<file path="src/rtl/comm_pkg.sv">
// Shared state types and default timing constants for the command-link
// UART and its byte-framing logic.
package comm_pkg;

    typedef enum logic {WAIT_HIGH, WAIT_LOW} frame_state_t;

    typedef enum logic [2:0] {
        RX_IDLE, RX_START, RX_DATA, RX_STOP, RX_WAIT_IDLE
    } rx_state_t;

    typedef enum logic [1:0] {TX_IDLE, START, DATA, STOP} tx_state_t;

    localparam int DEF_BAUD_DIV    = 2604;
    localparam int DEF_TIMEOUT_CYC = 65536;

endpackage

</file>
<file path="src/rtl/uart_sync_xcvr.sv">
// Full-duplex 8N1 UART engine: independent RX and TX state machines.
// rx: RX_IDLE wait edge | RX_START recheck mid-start | RX_DATA 8 bits | RX_STOP check stop | RX_WAIT_IDLE wait line high
// tx: TX_IDLE wait trmt | START start bit | DATA 8 bits | STOP stop bit
module uart_sync_xcvr
    import comm_pkg::*;
#(
    parameter int BAUD_DIV = DEF_BAUD_DIV
) (
    input  logic       clk,
    input  logic       rst_n,
    input  logic       rx,
    output logic       tx,
    output logic       byte_rdy,
    output logic [7:0] rx_byte,
    output logic       stop_err,
    output logic       rx_idle,
    input  logic       trmt,
    input  logic [7:0] tx_byte,
    output logic       tx_done,
    output logic       tx_busy
);
    localparam int CW = $clog2(BAUD_DIV);
    localparam logic [CW-1:0] BIT_LAST  = CW'(BAUD_DIV - 1);
    localparam logic [CW-1:0] HALF_LAST = CW'(BAUD_DIV / 2 - 1);

    logic          rx_s1, rx_s2, rx_s3;
    rx_state_t     rx_state;
    logic [CW-1:0] rx_cnt;
    logic [2:0]    rx_idx;
    logic [7:0]    rx_sh;

    tx_state_t     tx_state;
    logic [CW-1:0] tx_cnt;
    logic [2:0]    tx_idx;
    logic [7:0]    tx_sh;

    assign rx_idle = (rx_state == RX_IDLE);

    // rx_s3 only serves falling-edge detection on the synchronized line
    always_ff @(posedge clk) begin
        if (!rst_n) begin
            rx_s1    <= 1'b1;
            rx_s2    <= 1'b1;
            rx_s3    <= 1'b1;
            rx_state <= RX_IDLE;
            rx_cnt   <= '0;
            rx_idx   <= '0;
            rx_sh    <= '0;
            rx_byte  <= '0;
            byte_rdy <= 1'b0;
            stop_err <= 1'b0;
        end else begin
            rx_s1    <= rx;
            rx_s2    <= rx_s1;
            rx_s3    <= rx_s2;
            byte_rdy <= 1'b0;
            stop_err <= 1'b0;
            case (rx_state)
                RX_IDLE: if (rx_s3 && !rx_s2) begin
                    rx_state <= RX_START;
                    rx_cnt   <= HALF_LAST;
                end
                RX_START: if (rx_cnt != '0) begin
                    rx_cnt <= rx_cnt - 1'b1;
                end else if (rx_s2) begin
                    rx_state <= RX_IDLE;
                end else begin
                    rx_state <= RX_DATA;
                    rx_cnt   <= BIT_LAST;
                    rx_idx   <= '0;
                end
                RX_DATA: if (rx_cnt != '0) begin
                    rx_cnt <= rx_cnt - 1'b1;
                end else begin
                    rx_sh  <= {rx_s2, rx_sh[7:1]};
                    rx_cnt <= BIT_LAST;
                    rx_idx <= rx_idx + 1'b1;
                    if (rx_idx == 3'd7) rx_state <= RX_STOP;
                end
                RX_STOP: if (rx_cnt != '0) begin
                    rx_cnt <= rx_cnt - 1'b1;
                end else if (rx_s2) begin
                    rx_byte  <= rx_sh;
                    byte_rdy <= 1'b1;
                    rx_state <= RX_IDLE;
                end else begin
                    stop_err <= 1'b1;
                    rx_state <= RX_WAIT_IDLE;
                end
                RX_WAIT_IDLE: if (rx_s2) rx_state <= RX_IDLE;
                default: rx_state <= RX_IDLE;
            endcase
        end
    end

    always_ff @(posedge clk) begin
        if (!rst_n) begin
            tx_state <= TX_IDLE;
            tx       <= 1'b1;
            tx_busy  <= 1'b0;
            tx_done  <= 1'b0;
            tx_cnt   <= '0;
            tx_idx   <= '0;
            tx_sh    <= '0;
        end else begin
            tx_done <= 1'b0;
            case (tx_state)
                TX_IDLE: if (trmt) begin
                    tx_sh    <= tx_byte;
                    tx       <= 1'b0;
                    tx_busy  <= 1'b1;
                    tx_cnt   <= BIT_LAST;
                    tx_state <= START;
                end
                START: if (tx_cnt != '0) begin
                    tx_cnt <= tx_cnt - 1'b1;
                end else begin
                    tx       <= tx_sh[0];
                    tx_sh    <= tx_sh >> 1;
                    tx_cnt   <= BIT_LAST;
                    tx_idx   <= '0;
                    tx_state <= DATA;
                end
                DATA: if (tx_cnt != '0) begin
                    tx_cnt <= tx_cnt - 1'b1;
                end else begin
                    tx_cnt <= BIT_LAST;
                    if (tx_idx == 3'd7) begin
                        tx       <= 1'b1;
                        tx_state <= STOP;
                    end else begin
                        tx     <= tx_sh[0];
                        tx_sh  <= tx_sh >> 1;
                        tx_idx <= tx_idx + 1'b1;
                    end
                end
                STOP: if (tx_cnt != '0) begin
                    tx_cnt <= tx_cnt - 1'b1;
                end else begin
                    tx_done  <= 1'b1;
                    tx_busy  <= 1'b0;
                    tx_state <= TX_IDLE;
                end
                default: tx_state <= TX_IDLE;
            endcase
        end
    end

endmodule

</file>
<file path="src/rtl/cmd_responder.sv">
// Command-link far end: assembles two received bytes into a 16-bit command
// and sends single-byte responses. state | meaning: WAIT_HIGH expect high byte | WAIT_LOW expect low byte
module cmd_responder
    import comm_pkg::*;
#(
    parameter int BAUD_DIV    = DEF_BAUD_DIV,
    parameter int TIMEOUT_CYC = DEF_TIMEOUT_CYC
) (
    input  logic        clk,
    input  logic        rst_n,
    input  logic        RX,
    output logic        TX,
    output logic [15:0] cmd,
    output logic        cmd_rdy,
    input  logic        clr_cmd_rdy,
    input  logic [7:0]  resp,
    input  logic        send_resp,
    output logic        tx_busy,
    output logic        resp_sent,
    output logic        frame_err,
    output logic        overrun
);
    localparam int GW = $clog2(TIMEOUT_CYC);
    localparam logic [GW-1:0] GAP_LAST = GW'(TIMEOUT_CYC - 1);

    logic         byte_rdy, stop_err, rx_idle;
    logic [7:0]   rx_byte;
    logic [7:0]   hi_byte;
    logic [GW-1:0] gap_cnt;
    frame_state_t state;

    // the engine itself ignores trmt while a response is in flight
    uart_sync_xcvr #(.BAUD_DIV(BAUD_DIV)) u_xcvr (
        .clk      (clk),
        .rst_n    (rst_n),
        .rx       (RX),
        .tx       (TX),
        .byte_rdy (byte_rdy),
        .rx_byte  (rx_byte),
        .stop_err (stop_err),
        .rx_idle  (rx_idle),
        .trmt     (send_resp),
        .tx_byte  (resp),
        .tx_done  (resp_sent),
        .tx_busy  (tx_busy)
    );

    always_ff @(posedge clk) begin
        if (!rst_n) begin
            state     <= WAIT_HIGH;
            hi_byte   <= '0;
            gap_cnt   <= '0;
            cmd       <= '0;
            cmd_rdy   <= 1'b0;
            frame_err <= 1'b0;
            overrun   <= 1'b0;
        end else begin
            frame_err <= stop_err;
            overrun   <= 1'b0;
            if (clr_cmd_rdy) cmd_rdy <= 1'b0;
            case (state)
                WAIT_HIGH: if (byte_rdy) begin
                    hi_byte <= rx_byte;
                    gap_cnt <= '0;
                    state   <= WAIT_LOW;
                end
                WAIT_LOW: if (byte_rdy) begin
                    // completion overrides a same-cycle clear
                    cmd     <= {hi_byte, rx_byte};
                    cmd_rdy <= 1'b1;
                    overrun <= cmd_rdy;
                    state   <= WAIT_HIGH;
                end else if (stop_err) begin
                    state <= WAIT_HIGH;
                end else if (rx_idle) begin
                    if (gap_cnt == GAP_LAST) begin
                        hi_byte   <= '0;
                        frame_err <= 1'b1;
                        state     <= WAIT_HIGH;
                    end else begin
                        gap_cnt <= gap_cnt + 1'b1;
                    end
                end
                default: state <= WAIT_HIGH;
            endcase
        end
    end

endmodule

</file>
<file path="config.mk">
export PLATFORM = sky130hd
export DESIGN_NAME = cmd_responder
export DESIGN_NICKNAME = d
export VERILOG_FILES = /design/src/rtl/comm_pkg.sv /design/src/rtl/uart_sync_xcvr.sv /design/src/rtl/cmd_responder.sv
export SDC_FILE = /design/constraint.sdc
export NUM_CORES = 1
export LEC_CHECK = 0
export ABC_AREA = 1
export CAP_MARGIN = 10
export CORE_UTILIZATION = 59
export DETAILED_ROUTE_END_ITERATION = 8
export MAX_ROUTING_LAYER = met4
export PLACE_DENSITY = 0.79
export SLEW_MARGIN = 25
export SYNTH_ARGS = -nofsm -noshare
export SYNTH_HDL_FRONTEND = slang
export SYNTH_SLANG_ARGS = --single-unit
</file>
<file path="constraint.sdc">
create_clock -name clk -period 2.1 [get_ports clk]
set_input_delay 0.525 -clock clk [delete_from_list [all_inputs] [get_ports clk]]
set_output_delay 0.525 -clock clk [all_outputs]
set_load 0.03 [all_outputs]
</file>
# Yosys cells after proc, flatten, opt, wreduce, memory -nomap -nowiden
# Cells that the tools add are included.
totals:
  wordCells: 169
  output_inout_bits: 22
  reg_bits: 111
classes:
  reduce_logical: 29
  n_mux: 75
  add_sub_neg: 5
  eq_ne: 32
  bitwise_logic: 4
ops:
  columns: ["cell", "count"]
  rows:
  - ["$mux 12", 8]
  - ["$mux 16", 5]
  - ["$mux 8", 9]
  - ["$pmux 12 s4", 1]
  - ["$mux 3", 13]
  - ["$pmux 12 s3", 1]
  - ["$pmux 16 s2", 1]
  - ["$ne 2x2->1 const B", 13]
  - ["$pmux 8 s3", 1]
  - ["$reduce_bool 12->1", 2]
  - ["$sub 12x1->12 const B", 2]
  - ["$mux 1", 22]
  - ["$reduce_and 5->1", 4]
  - ["$add 16x1->16 const B", 1]
  - ["$eq 16x16->1 const B", 1]
  - ["$ne 2x1->1 const B", 8]
  - ["$pmux 8 s2", 1]
  - ["$reduce_and 4->1", 4]
  - ["$pmux 3 s5", 1]
  - ["$mux 2", 6]
  - ["$pmux 3 s2", 2]
  - ["$eq 3x3->1 const B", 3]
  - ["$reduce_and 3->1", 3]
  - ["$pmux 2 s4", 1]
  - ["other kinds (20)", 32]

# Longest topological paths before layout
logic_depth:
  depth_word: 6
  mapped_depth: 11
  ltp_nobuf: 11

# Modules after synthesis
# Synthesis repeated with hierarchy kept, for this count alone.
unflattened:
  cells_unflattened: 853
  hier_area_um2: 5683.0
modules_own_cells:
  columns: ["mod", "instances", "area_each_um2", "cells_each", "seq_area_each_um2"]
  rows:
  - ["uart_sync_xcvr", 1, 3539.6, 529, 1341.3]
  - ["cmd_responder", 1, 2143.3, 324, 880.8]

# Worst setup path before layout
# Ideal clock, no wire load.
synth_timing:
  path_type: "register -> register"
  startpoint: "reg u_xcvr.rx_cnt[0]"
  endpoint: "reg u_xcvr.rx_cnt[10]"
  required_time_ps: 1985
  path_stages_with_launch: 11
  synth_period_minus_slack_ps: 1580
  t_arrival_ps: 1466
  slack_ps: 520
  cell_sequence: "dfxtp_1 inv_1 ha_1 nand3_1 nor2_4 nand3_4 nand2_2 nor2_4 buf_6 o21ai_1 nor2_1"
synth_between:
  elab_chain_cells: 3
  elab_cells_between_ends: 9
  classes_between: "add/sub (1); eq/ne (2); mux (4); reduce/logical (2)"
synth_rtl:
  columns: ["element", "line_no", "source"]
  rows:
  - ["start: declaration", "uart_sync_xcvr.sv:28", "logic [CW-1:0] rx_cnt;"]
  - ["start signal: assignment", "uart_sync_xcvr.sv:64", "rx_cnt <= rx_cnt - 1'b1;"]
  - ["start signal: assignment", "uart_sync_xcvr.sv:73", "rx_cnt <= rx_cnt - 1'b1;"]
  - ["start signal: assignment", "uart_sync_xcvr.sv:81", "rx_cnt <= rx_cnt - 1'b1;"]
  - ["$sub 12x1->12 / $reduce_bool 12->1 (equally long branches)", null, null]
  - ["$mux 12, or another cell as far along", "uart_sync_xcvr.sv:80", "RX_STOP: if (rx_cnt != '0) begin"]
  - ["$pmux 12 s4 / $reduce_and 4->1 (equally long branches)", null, null]
# Several ways; a longest one is shown, not always the timed one. The select of a mux whose other input is x is not followed.
# A chain may end at the register's enable or synchronous reset.

# Worst setup path in the final report
layout_timing:
  startpoint: "reg cmd[15]"
  endpoint: "out cmd[15]"
layout_lines:
  columns: ["element", "line_no", "source"]
  rows:
  - ["start: declaration", "cmd_responder.sv:13", "output logic [15:0] cmd,"]
  - ["start signal: assignment", "cmd_responder.sv:69", "cmd <= {hi_byte, rx_byte};"]
# No word-level cell between the ends.

==> flow_summary_export.csv <==
group,metric,value,unit
floorplan,num_rows,35,
yosys,synth_area,0.00560,mm2
drt,num_vias,5306,
yosys,synthSimpleGateAreaFrac,33.0,%
yosys,yosysTopAreaCell,"dfxtp_1",
clocking,tritoncts,"done",
clocking,cts_sinks,111,
timing,period_share,94.9,%
critical_path,cp-end-kind,"output pin",
timing,fin_skew,0.0158,ns
outcome,status,"completed",
yosys,netlist_instances,822,
power_and_ir_drop,power_density,1170,mW/mm2
drt,wl_per_cell,12.5,um
critical_path,crit_required,1.57,ns
drt,via_per_inst,5.49,
drt,routed_wl,12100,um
clocking,hold_buffers,0,
cells_and_area,drive_gt1_share,7.01,%
global_route,grtUsageMet2,45.8,%
global_route,grt_use_met3,5.13,%
drt,ant_nets,0,
global_route,grt_usage,26.6,%
critical_path,crit_end,"cmd[15]",
cells_and_area,antennaDiodeCount,0,
drt,first_pass_iters,7,
min_path,hp-start,"u_xcvr.rx_s1",
global_route,grt_pass1_vias,4837,
power_and_ir_drop,irDropWorstVdd,798,uV
global_route,grt_start_max_net_pins,67,
critical_path,critical_path_peak_fanout,2,
clocking,numCtsBuffers,9,
flow_run,maxCapViolCount,0,
floorplan,initial_utilization,60.9,%
yosys,netlist.area_leader.share,39.7,%
yosys,synth_cell_types,35,
global_route,grt.busiest_layer,"met2",
global_route,use_met1,31.6,%
yosys,yosys.area_share.adder,3.35,%
critical_path,cpPeakStageDelay,0.69,ns
timing,rsz0062_at_grt,"false",
timing,slew_headroom,58.3,%
timing,drv_slew,0,
global_route,grt_pass1_wl,21000,um
timing,timing.fmax,502,MHz
yosys,synth.area.mux_share,0,%
timing,worst_pin_slew,0.626,ns
placement,place_congestion,0.913,
timing,finalSetupTns,0,ns
clocking,clk_path_buf_depth,2,
cells_and_area,fin_util,67.4,%
yosys,yosysWarnings,0,
cells_and_area,syn_to_final_growth,10.8,%
floorplan,coreArea,0.00920,mm2
timing,hold_violations,0,
critical_path,rr_endpoint,"gap_cnt[0]",
floorplan,die_w,99.4,um
placement,portBuffers,34,
yosys,yosysSeqAreaShare,39.7,%
global_route,grt_antenna_before_repair,0,
drt,drc_errors,0,
yosys,synth_compound_gate_area_share,13.6,%
power_and_ir_drop,power_leakage,0.00262,uW
critical_path,path_buf_inv,1,
yosys,post_synth_xor_area_fraction,1.56,%
clocking,insertion_delay,0.38,ns
yosys,ys_top_cells_by_area,"dfxtp_1 40%, nand2_1 11%, nor2_1 10%",
critical_path,worst_path_max_delay_cell,"clkdlybuf4s50_1",
critical_path,crit_cells,1,
timing,period_needed,1.99,ns
cells_and_area,nets,879,
critical_path,r2r-start,"gap_cnt[1]",
yosys,async_reset_ff_share,0,%
placement,dp_hpwl,8880,um
clocking,cts_setup_buffers,0,
min_path,whs_path_depth,1,
clocking,root_buffer,"clkbuf_8",
critical_path,r2r_setup_slack,0.23,ns
yosys,ys.flop_type,"dfxtp_1",
critical_path,r2r_cells,11,
yosys,postSynthAreaPerCell,6.81,um2
clocking,cts-resized-gates,0,
drt,drtIter0Drc,303,
yosys,yosysMostFrequentCell,"nand2_1",
clocking,htreeDepth,3,
global_route,grt_overflow,0,
critical_path,start_kind,"register",
yosys,ys_ff_latch,111,
yosys,synth_edf_count,0,
yosys,synth_top_family_by_area,"simple AND/OR/NAND/NOR gates",
timing,final-setup-viol-count,0,
critical_path,critPathArrivalTime,1.47,ns
floorplan,die_y,99.4,um
yosys,syn_nets,850,
yosys,synthTopCellsByCount,"166 x nand2_1, 150 x nor2_1, 111 x dfxtp_1",
floorplan,fp.dieArea,0.00988,mm2
clocking,cts.reportedPaths.clkPinSlew,0.11,ns
critical_path,crit_path_start,"cmd[15]",
critical_path,crit_chain,"clkdlybuf4s50_1",
floorplan,io-pin-count,35,
critical_path,crit_family,"buffers and inverters",
critical_path,crit_type,"register to output pin",
min_path,hold_path_class,"register to register",
## power breakdown
group | switching (uW) | internal, uW | leakage, uW
Combinational | 2230 | 1080 | 0.00161
Clock | 791 | 470 | 0.0000992
Sequential | 271 | 2430 | 0.000902
Total | 3300 | 3980 | 0.00262
## state kept, by name, indices dropped and copies added (netlist names), 2 cells and up
register	flops
cmd	16
gap_cnt	16
u_xcvr.rx_byte	8
u_xcvr.tx_cnt	12
u_xcvr.rx_sh	8
u_xcvr.tx_state	2
u_xcvr.tx_sh	8
u_xcvr.tx_idx	3
u_xcvr.rx_idx	3
u_xcvr.rx_cnt	12
u_xcvr.rx_state	3
hi_byte	8
## layout make-up
cell class / count / area (um2)
Tap cell: 111 / 139
Sequential cell: 111 / 2220
Timing Repair Buffer: 44 / 410
Clock buffer: 9 / 124
Fill cell: 817 / 3000
Clock inverter: 7 / 76.3
Inverter: 92 / 345
Multi-Input combinational cell: 593 / 2880
## per-layer routing
metal,vias up,part of all wire [%]
met4,0,1.0
met1,2454,46
li1,2710,-
met3,14,4.2
met5,-,0
met2,128,49
## metrics by stage
stage / setup WS [ns] / hold slack (ns) / power, uW / instance area (um2) / cells
after CTS: 0.103 / 0.436 / 7290 / 6200 / 967
after global placement: 0.207 / 0.403 / 5890 / 6000 / 951
after floorplan: 0.520 / 0.393 / 5400 / 5600 / 822
final: 0.106 / 0.430 / 7280 / 6200 / 967
after global routing: 0.00348 / 0.448 / 7940 / 6200 / 967
after detailed placement: 0.130 / 0.407 / 6020 / 6000 / 951
## layout by cell type (no fill, tap or decap), drive strengths merged, types with 11 or more instances in the layout
cell type	count
nand3	62
a21oi	66
dfxtp	111
buf	11
inv	94
o21ai	72
nand4	17
ha	15
nand2	172
clkdlybuf4s50	33
nor2	158
## cells by family after synthesis
logic type	after synthesis
AO/OA/AOI/OAI	145
XOR/XNOR	10
adder cells (fa/ha/maj)	15
buffers and inverters	118
flip-flops	111
AND/OR/NAND/NOR	423
## worst min-delay path by stage
stage | to | slack, ns
after floorplan | u_xcvr.rx_s2 | 0.39
after global placement | u_xcvr.rx_s2 | 0.40
after detailed placement | u_xcvr.rx_s2 | 0.41
after CTS | u_xcvr.rx_s2 | 0.44
after global routing | u_xcvr.rx_s2 | 0.45
final | u_xcvr.rx_s2 | 0.43
Power figures use the tool's default switching activity.
